### src/rtl/vic_pkg.sv
// Shared types and constants for the vectored interrupt controller.
package vic_pkg;

    // Request/acknowledge handshake states towards the CPU INT pin
    typedef enum logic [1:0] {
        ST_IDLE  = 2'd0,
        ST_ARMED = 2'd1,
        ST_ACKED = 2'd2
    } state_e;

    // Register window offsets
    localparam logic [1:0] REG_MASK = 2'd0;
    localparam logic [1:0] REG_PEND = 2'd1;
    localparam logic [1:0] REG_MODE = 2'd2;
    localparam logic [1:0] REG_ISR  = 2'd3;

    // The CPU adds the vector index to this base to find the ISR pointer
    localparam logic [11:0] VEC_TABLE_BASE = 12'h7F0;

    // Index 8 lands on table entry 0x7F8, reserved for the spurious handler
    localparam int DEF_SPURIOUS_VEC = 8;

    // Internal vectors are always padded to this width
    localparam int MAX_SRC = 8;

    // Index of the lowest set bit (0 when the vector is empty)
    function automatic logic [2:0] lowest_idx(input logic [7:0] v);
        logic [2:0] idx;
        idx = 3'd0;
        for (int i = 7; i >= 0; i--) begin
            if (v[i]) idx = 3'(i);
        end
        return idx;
    endfunction

    // One-hot of the lowest set bit (0 when the vector is empty)
    function automatic logic [7:0] lowest_onehot(input logic [7:0] v);
        return v & (~v + 8'd1);
    endfunction

endpackage

### src/rtl/vec_int_ctrl_irq_sync.sv
// Per-source input conditioning: multi-flop synchroniser followed by a
// rising-edge detector on the synchronised level.
module irq_sync #(
    parameter int SYNC_STAGES = 2
) (
    input  logic clk,
    input  logic rst_n,
    input  logic irq_i,
    output logic level_o,
    output logic edge_o
);

    logic [SYNC_STAGES-1:0] sync_q;
    logic                   prev_q;

    // Shift the raw request through the synchroniser and remember the last level
    always_ff @(posedge clk or negedge rst_n) begin
        if (!rst_n) begin
            sync_q <= '0;
            prev_q <= 1'b0;
        end else begin
            sync_q[0] <= irq_i;
            for (int i = 1; i < SYNC_STAGES; i++) begin
                sync_q[i] <= sync_q[i-1];
            end
            prev_q <= sync_q[SYNC_STAGES-1];
        end
    end

    assign level_o = sync_q[SYNC_STAGES-1];
    assign edge_o  = sync_q[SYNC_STAGES-1] & ~prev_q;

endmodule

### src/rtl/vec_int_ctrl.sv
// Vectored interrupt controller: conditions up to 8 requests, prioritises
// them against MASK and the in-service set, drives the CPU INT pin and
// returns the vector index during the one-cycle intack window.
module vec_int_ctrl
    import vic_pkg::*;
#(
    parameter int N_SRC        = 8,
    parameter int SYNC_STAGES  = 2,
    parameter int SPURIOUS_VEC = DEF_SPURIOUS_VEC
) (
    input  logic             clk,
    input  logic             rst_n,
    input  logic [N_SRC-1:0] irq,
    input  logic             reg_sel,
    input  logic             reg_we,
    input  logic [1:0]       reg_addr,
    input  logic [15:0]      reg_wdata,
    output logic [15:0]      reg_rdata,
    output logic             intr,
    input  logic             intack,
    output logic [15:0]      vec_out
);

    // Bits that correspond to real sources; everything above reads 0
    localparam logic [7:0] SRC_MASK = 8'((9'd1 << N_SRC) - 9'd1);

    logic [7:0] level_w;
    logic [7:0] rise_w;

    // Registered state
    logic [7:0] mask_q, mask_d;
    logic [7:0] mode_q, mode_d;
    logic [7:0] pend_q, pend_d;
    logic [7:0] isr_q,  isr_d;
    state_e     state_q;
    logic       intr_q;

    // Priority resolution
    logic [7:0] pending_w;
    logic [7:0] cand_w;
    logic [2:0] winner_w;
    logic [2:0] isr_low_w;
    logic [7:0] win_oh_w;
    logic       eligible_w;
    logic       ack_hit_w;
    logic       wr_w;
    logic       unused_w;

    // One conditioning chain per implemented source, constant 0 otherwise
    genvar gi;
    generate
        for (gi = 0; gi < MAX_SRC; gi++) begin : g_src
            if (gi < N_SRC) begin : g_on
                irq_sync #(
                    .SYNC_STAGES(SYNC_STAGES)
                ) u_sync (
                    .clk    (clk),
                    .rst_n  (rst_n),
                    .irq_i  (irq[gi]),
                    .level_o(level_w[gi]),
                    .edge_o (rise_w[gi])
                );
            end else begin : g_off
                assign level_w[gi] = 1'b0;
                assign rise_w[gi]  = 1'b0;
            end
        end
    endgenerate

    // Upper write-data bits have no backing storage
    assign unused_w = &{1'b0, reg_wdata[15:8]};

    // Edge-mode bits come from the latch, level-mode bits follow the synced input
    assign pending_w  = (mode_q & pend_q) | (~mode_q & level_w);
    assign cand_w     = pending_w & mask_q;
    assign winner_w   = lowest_idx(cand_w);
    assign isr_low_w  = lowest_idx(isr_q);
    assign win_oh_w   = 8'd1 << winner_w;
    // Only strictly higher priority than the current in-service level may nest
    assign eligible_w = (cand_w != 8'd0) && ((isr_q == 8'd0) || (winner_w < isr_low_w));
    assign ack_hit_w  = intack & eligible_w;
    assign wr_w       = reg_sel & reg_we;

    // Next-state for the register file, pending latch and in-service set
    always_comb begin
        mask_d = mask_q;
        mode_d = mode_q;
        pend_d = pend_q;
        isr_d  = isr_q;

        if (wr_w && reg_addr == REG_MASK) mask_d = reg_wdata[7:0] & SRC_MASK;
        if (wr_w && reg_addr == REG_MODE) mode_d = reg_wdata[7:0] & SRC_MASK;

        // Clears first, then a new edge in the same cycle wins
        if (wr_w && reg_addr == REG_PEND) pend_d = pend_d & ~reg_wdata[7:0];
        if (ack_hit_w)                    pend_d = pend_d & ~win_oh_w;
        pend_d = (pend_d | rise_w) & mode_q;

        // EOI retires the highest-priority in-service bit before the ack sets its own
        if (wr_w && reg_addr == REG_ISR) isr_d = isr_d & ~lowest_onehot(isr_q);
        if (ack_hit_w)                   isr_d = isr_d | win_oh_w;
    end

    // Register file, pending latch and in-service set
    always_ff @(posedge clk or negedge rst_n) begin
        if (!rst_n) begin
            mask_q <= 8'h00;
            mode_q <= SRC_MASK;
            pend_q <= 8'h00;
            isr_q  <= 8'h00;
        end else begin
            mask_q <= mask_d;
            mode_q <= mode_d;
            pend_q <= pend_d;
            isr_q  <= isr_d;
        end
    end

    // INT handshake FSM with registered request output
    always_ff @(posedge clk or negedge rst_n) begin
        if (!rst_n) begin
            state_q <= ST_IDLE;
            intr_q  <= 1'b0;
        end else if (intack) begin
            state_q <= ST_ACKED;
            intr_q  <= 1'b0;
        end else begin
            case (state_q)
                ST_IDLE: begin
                    if (eligible_w) begin
                        state_q <= ST_ARMED;
                        intr_q  <= 1'b1;
                    end else begin
                        intr_q  <= 1'b0;
                    end
                end
                ST_ARMED: begin
                    if (!eligible_w) begin
                        state_q <= ST_IDLE;
                        intr_q  <= 1'b0;
                    end else begin
                        intr_q  <= 1'b1;
                    end
                end
                default: begin
                    state_q <= ST_IDLE;
                    intr_q  <= 1'b0;
                end
            endcase
        end
    end

    assign intr = intr_q;

    // Vector is only driven during the acknowledge window and never in reset
    always_comb begin
        vec_out = 16'h0000;
        if (intack && rst_n) begin
            vec_out = eligible_w ? 16'(winner_w) : 16'(SPURIOUS_VEC);
        end
    end

    // Combinational register read port
    always_comb begin
        reg_rdata = 16'h0000;
        case (reg_addr)
            REG_MASK: reg_rdata = {8'h00, mask_q};
            REG_PEND: reg_rdata = {8'h00, pending_w};
            REG_MODE: reg_rdata = {8'h00, mode_q};
            default:  reg_rdata = {8'h00, isr_q};
        endcase
    end

endmodule

### config.mk
export PLATFORM = sky130hd
export DESIGN_NAME = vec_int_ctrl
export DESIGN_NICKNAME = d
export VERILOG_FILES = /design/src/rtl/vic_pkg.sv /design/src/rtl/vec_int_ctrl_irq_sync.sv /design/src/rtl/vec_int_ctrl.sv
export SDC_FILE = /design/constraint.sdc
export NUM_CORES = 1
export LEC_CHECK = 0
export CAP_MARGIN = 20
export CORE_ASPECT_RATIO = 1.75
export CORE_MARGIN = 5
export CORE_UTILIZATION = 45
export DETAILED_ROUTE_END_ITERATION = 12
export GPL_TIMING_DRIVEN = 0
export HOLD_SLACK_MARGIN = 0.02
export PLACE_DENSITY = 0.72
export SYNTH_ARGS = -nofsm -noshare
export SYNTH_HDL_FRONTEND = slang
export SYNTH_HIERARCHICAL = 1
export SYNTH_SLANG_ARGS = --single-unit
### constraint.sdc
create_clock -name clk -period 4.5 [get_ports clk]
set_input_delay 0.45 -clock clk [delete_from_list [all_inputs] [get_ports clk]]
set_output_delay 0.45 -clock clk [all_outputs]
set_load 0.01 [all_outputs]
==> results.md <==
- Run status: finished, final reports clean
- Async S/R FF share, synth: 1.00
- Die span in y: 117 um
- Crit Path Class: register to output port
- Placed Instance Area: 3470 um2
- Top-count cell post-synth: dfrtp_1
- Clk sinks: 58
- Clock Latency Late Sink: 0.32 ns
- Area of the mapped netlist: 2930 um2
- Nets@finish: 339
- Synth cell count leaders: dfrtp_1, nand2_1, buf_4, mux2_2
- WL/cell: 16.6 um
- N_diodes: 0
- Yosys Warn Count: 6
- CTS Buffer Depth: 2
- Final setup viols: 0
- Layout cells sized above 1: 0.296
- Routability congestion estimate: 0.861
- Crit path required time: 4.05 ns
- Post-route cell area: 3760 um2
- Pins Over Slew Limit: 0
- Max_cap viols: 0
- Peak VDD IR: 286 uV
- Synth unique cells: 54
- Post-synth EDFFs: 0
- Power Dens Cells: 543 nW/um2
- DR pass1 iterations: 4
- Synthesis-stage register bit count: 58
- Hold Path Class: input pin to asynchronous set/reset pin
- Main synth FF type: dfrtp_1
- Largest net degree at the start of global routing: 34
- Worst setup EP type: output port
- Slew HR: 0.409
- Initial antenna violation count: 0
- Via density per instance: 5.24
- Peak per-stage delay on the critical path: 0.55 ns
- Starting Density: 0.455
- Input/output buffers: 34
- DP HPWL: 4750 um
- Fill cells: 559
- Post-CTS Setup Bufs: 0
- Core Util, Final: 0.584
- Leak Pwr: 0.00165 uW
- CP Cell Sequence: mux2_2 -> a22oi_2 -> nand3_1 -> a21oi_4 -> ha_1 -> a211oi_2 -> o21ai_0 -> o221ai_2 -> buf_6 -> nand2_1 -> nor2_1 -> clkdlybuf4s50_1
- Cell count after synthesis: 241
- Placeable Area: 6440 um2
- Syn_area_per_cell: 12.2 um2
- CTS tree: done
- Reg clk slew, reported paths: 0.05 ns
- Clock Skew: 0.00675 ns
- Worst EP arrival: 3.81 ns
- # rows: 39
- Final wirelength: 6520 um
- Synth top area cells: dfrtp_1, dfstp_2, mux2_2
- CP startpoint: mode_q[2]$_DFFE_PN1P_
- Min Tclk post-route: 4.26 ns
- Root buffer cell: clkbuf_16
- Fmax: 235 MHz
- DRC viols: 0
- I/O pin count: 64
- First-pass GRT wire length: 10500 um
- Die width: 71.0 um
- Worst Max-Slew Pin Slew: 0.882 ns
- Post-synthesis sequential area ratio: 0.498
- Total global routing overflow: 0
- RSZ-0062 raised after global routing: false
- Total GRT Usage: 0.171
- Die area: 8300 um2
- Startpoint Class: register
- Register area: 1460 um2
- H-tree Lvls: 3
- Fin crit share: 0.947
- Final Hold Viols: 0
- DR iter-0 viols: 138
- Footprint of the multi-input gates: 1380 um2
- Area grow syn2layout: 28.3%
- Slowest library cell on the worst path: dfstp_2
- Number of global-route vias before repair: 2176
- Hold Slack: 0.196 ns
- Synth area leader: dfrtp_1
- Setup TNS: 0 ns
- Critical Path Fanout Max: 10
- Post-synth top area share: 0.427
- Origin of the critical flop-to-flop path: mode_q[2]$_DFFE_PN1P_
- Total number of vias: 2059
- Post-DRT Antenna Nets: 0
- Total CTS buffers: 9
-- sequential cells by signal (all words and copies together), names as in the netlist --
register	cells
g_src.g_on.u_sync/sync_q	16
g_src.g_on.u_sync/prev_q	8
isr_q	8
mask_q	8
mode_q	8
pend_q	8
intr	1
state_q	1
-- cell type report --
| cell class | count | share of cell area |
|---|---|---|
| inverters | 5 | 0.00499 |
| well taps | 82 | 0.0273 |
| clock buffers | 16 | 0.0721 |
| repair buffers | 35 | 0.0941 |
| multi-input cells | 172 | 0.366 |
| plain buffers | 25 | 0.0469 |
| flip-flops and latches | 58 | 0.388 |
-- metal layers --
metal / vias to the layer above / routed length, um / global-route usage
li1: 985 / - / -
met1: 1001 / 2500 / 0.183
met2: 60 / 3510 / 0.293
met3: 13 / 355 / 0.0615
met4: 0 / 153 / 0.0941
met5: - / 0 / 0
-- critical path, delay by kind of cell, from the launching register on --
family	cells	cell delay (ns)
compound gates	5	1.14
fa+ha+maj	1	0.29
buf+inv	2	0.74
flops	1	0.55
mux	1	0.38
simple gates	3	0.39
-- final timing paths --
path | end | slack (ns) | cells past startpoint
max in group asynchronous | mode_q[1]$_DFFE_PN1P_ | 3.63 | 2
worst min register to register | g_src[5].g_on.u_sync/sync_q[1]$_DFF_PN0_ | 0.34 | 0
worst min-delay path | g_src[5].g_on.u_sync/sync_q[0]$_DFF_PN0_ | 0.20 | 1
worst max register to register | pend_q[5]$_DFF_PN0_ | 1.24 | 11
worst max-delay path | vec_out[2] | 0.24 | 12
min in group clk | g_src[5].g_on.u_sync/sync_q[1]$_DFF_PN0_ | 0.34 | 0
-- power by group --
group | internal, uW | switching [uW]
registers | 628 | 113
logic | 343 | 351
clock network | 402 | 208
-- cell usage in the layout, fill, tap and decap left out, types with 9 or more instances in the layout --
cell type,n
buf_4,20
nand2_1,31
clkbuf_16,9
mux2_2,18
conb_1,20
clkdlybuf4s50_1,32
dfrtp_1,50
-- logic make-up after synthesis --
| kind of cell | Yosys count | synth area share |
|---|---|---|
| muxes | 30 | 0.151 |
| buffers and inverters | 30 | 0.0666 |
| other | 1 | 0.00128 |
| adders and majority gates | 2 | 0.00853 |
| DFF | 58 | 0.498 |
| AOI/OAI and AO/OA | 49 | 0.132 |
| and+or+nand+nor | 71 | 0.143 |
-- through the flow --
step / setup WS, ns / total power (uW) / instances
floorplan: 1.06 / 1190 / 260
detailed placement: 0.0741 / 1410 / 377
finish: 0.241 / 2050 / 393
global route: 0.0325 / 2170 / 393
global placement: -0.301 / 1390 / 376
CTS: 0.190 / 2050 / 393
-- repair_timing --
item,CTS,global route
hold buffers,0,0
setup endpoints to repair,3,2
resized for setup,5,1
endpoints found under the hold margin,0,0
(Power assumes the default switching activity.)
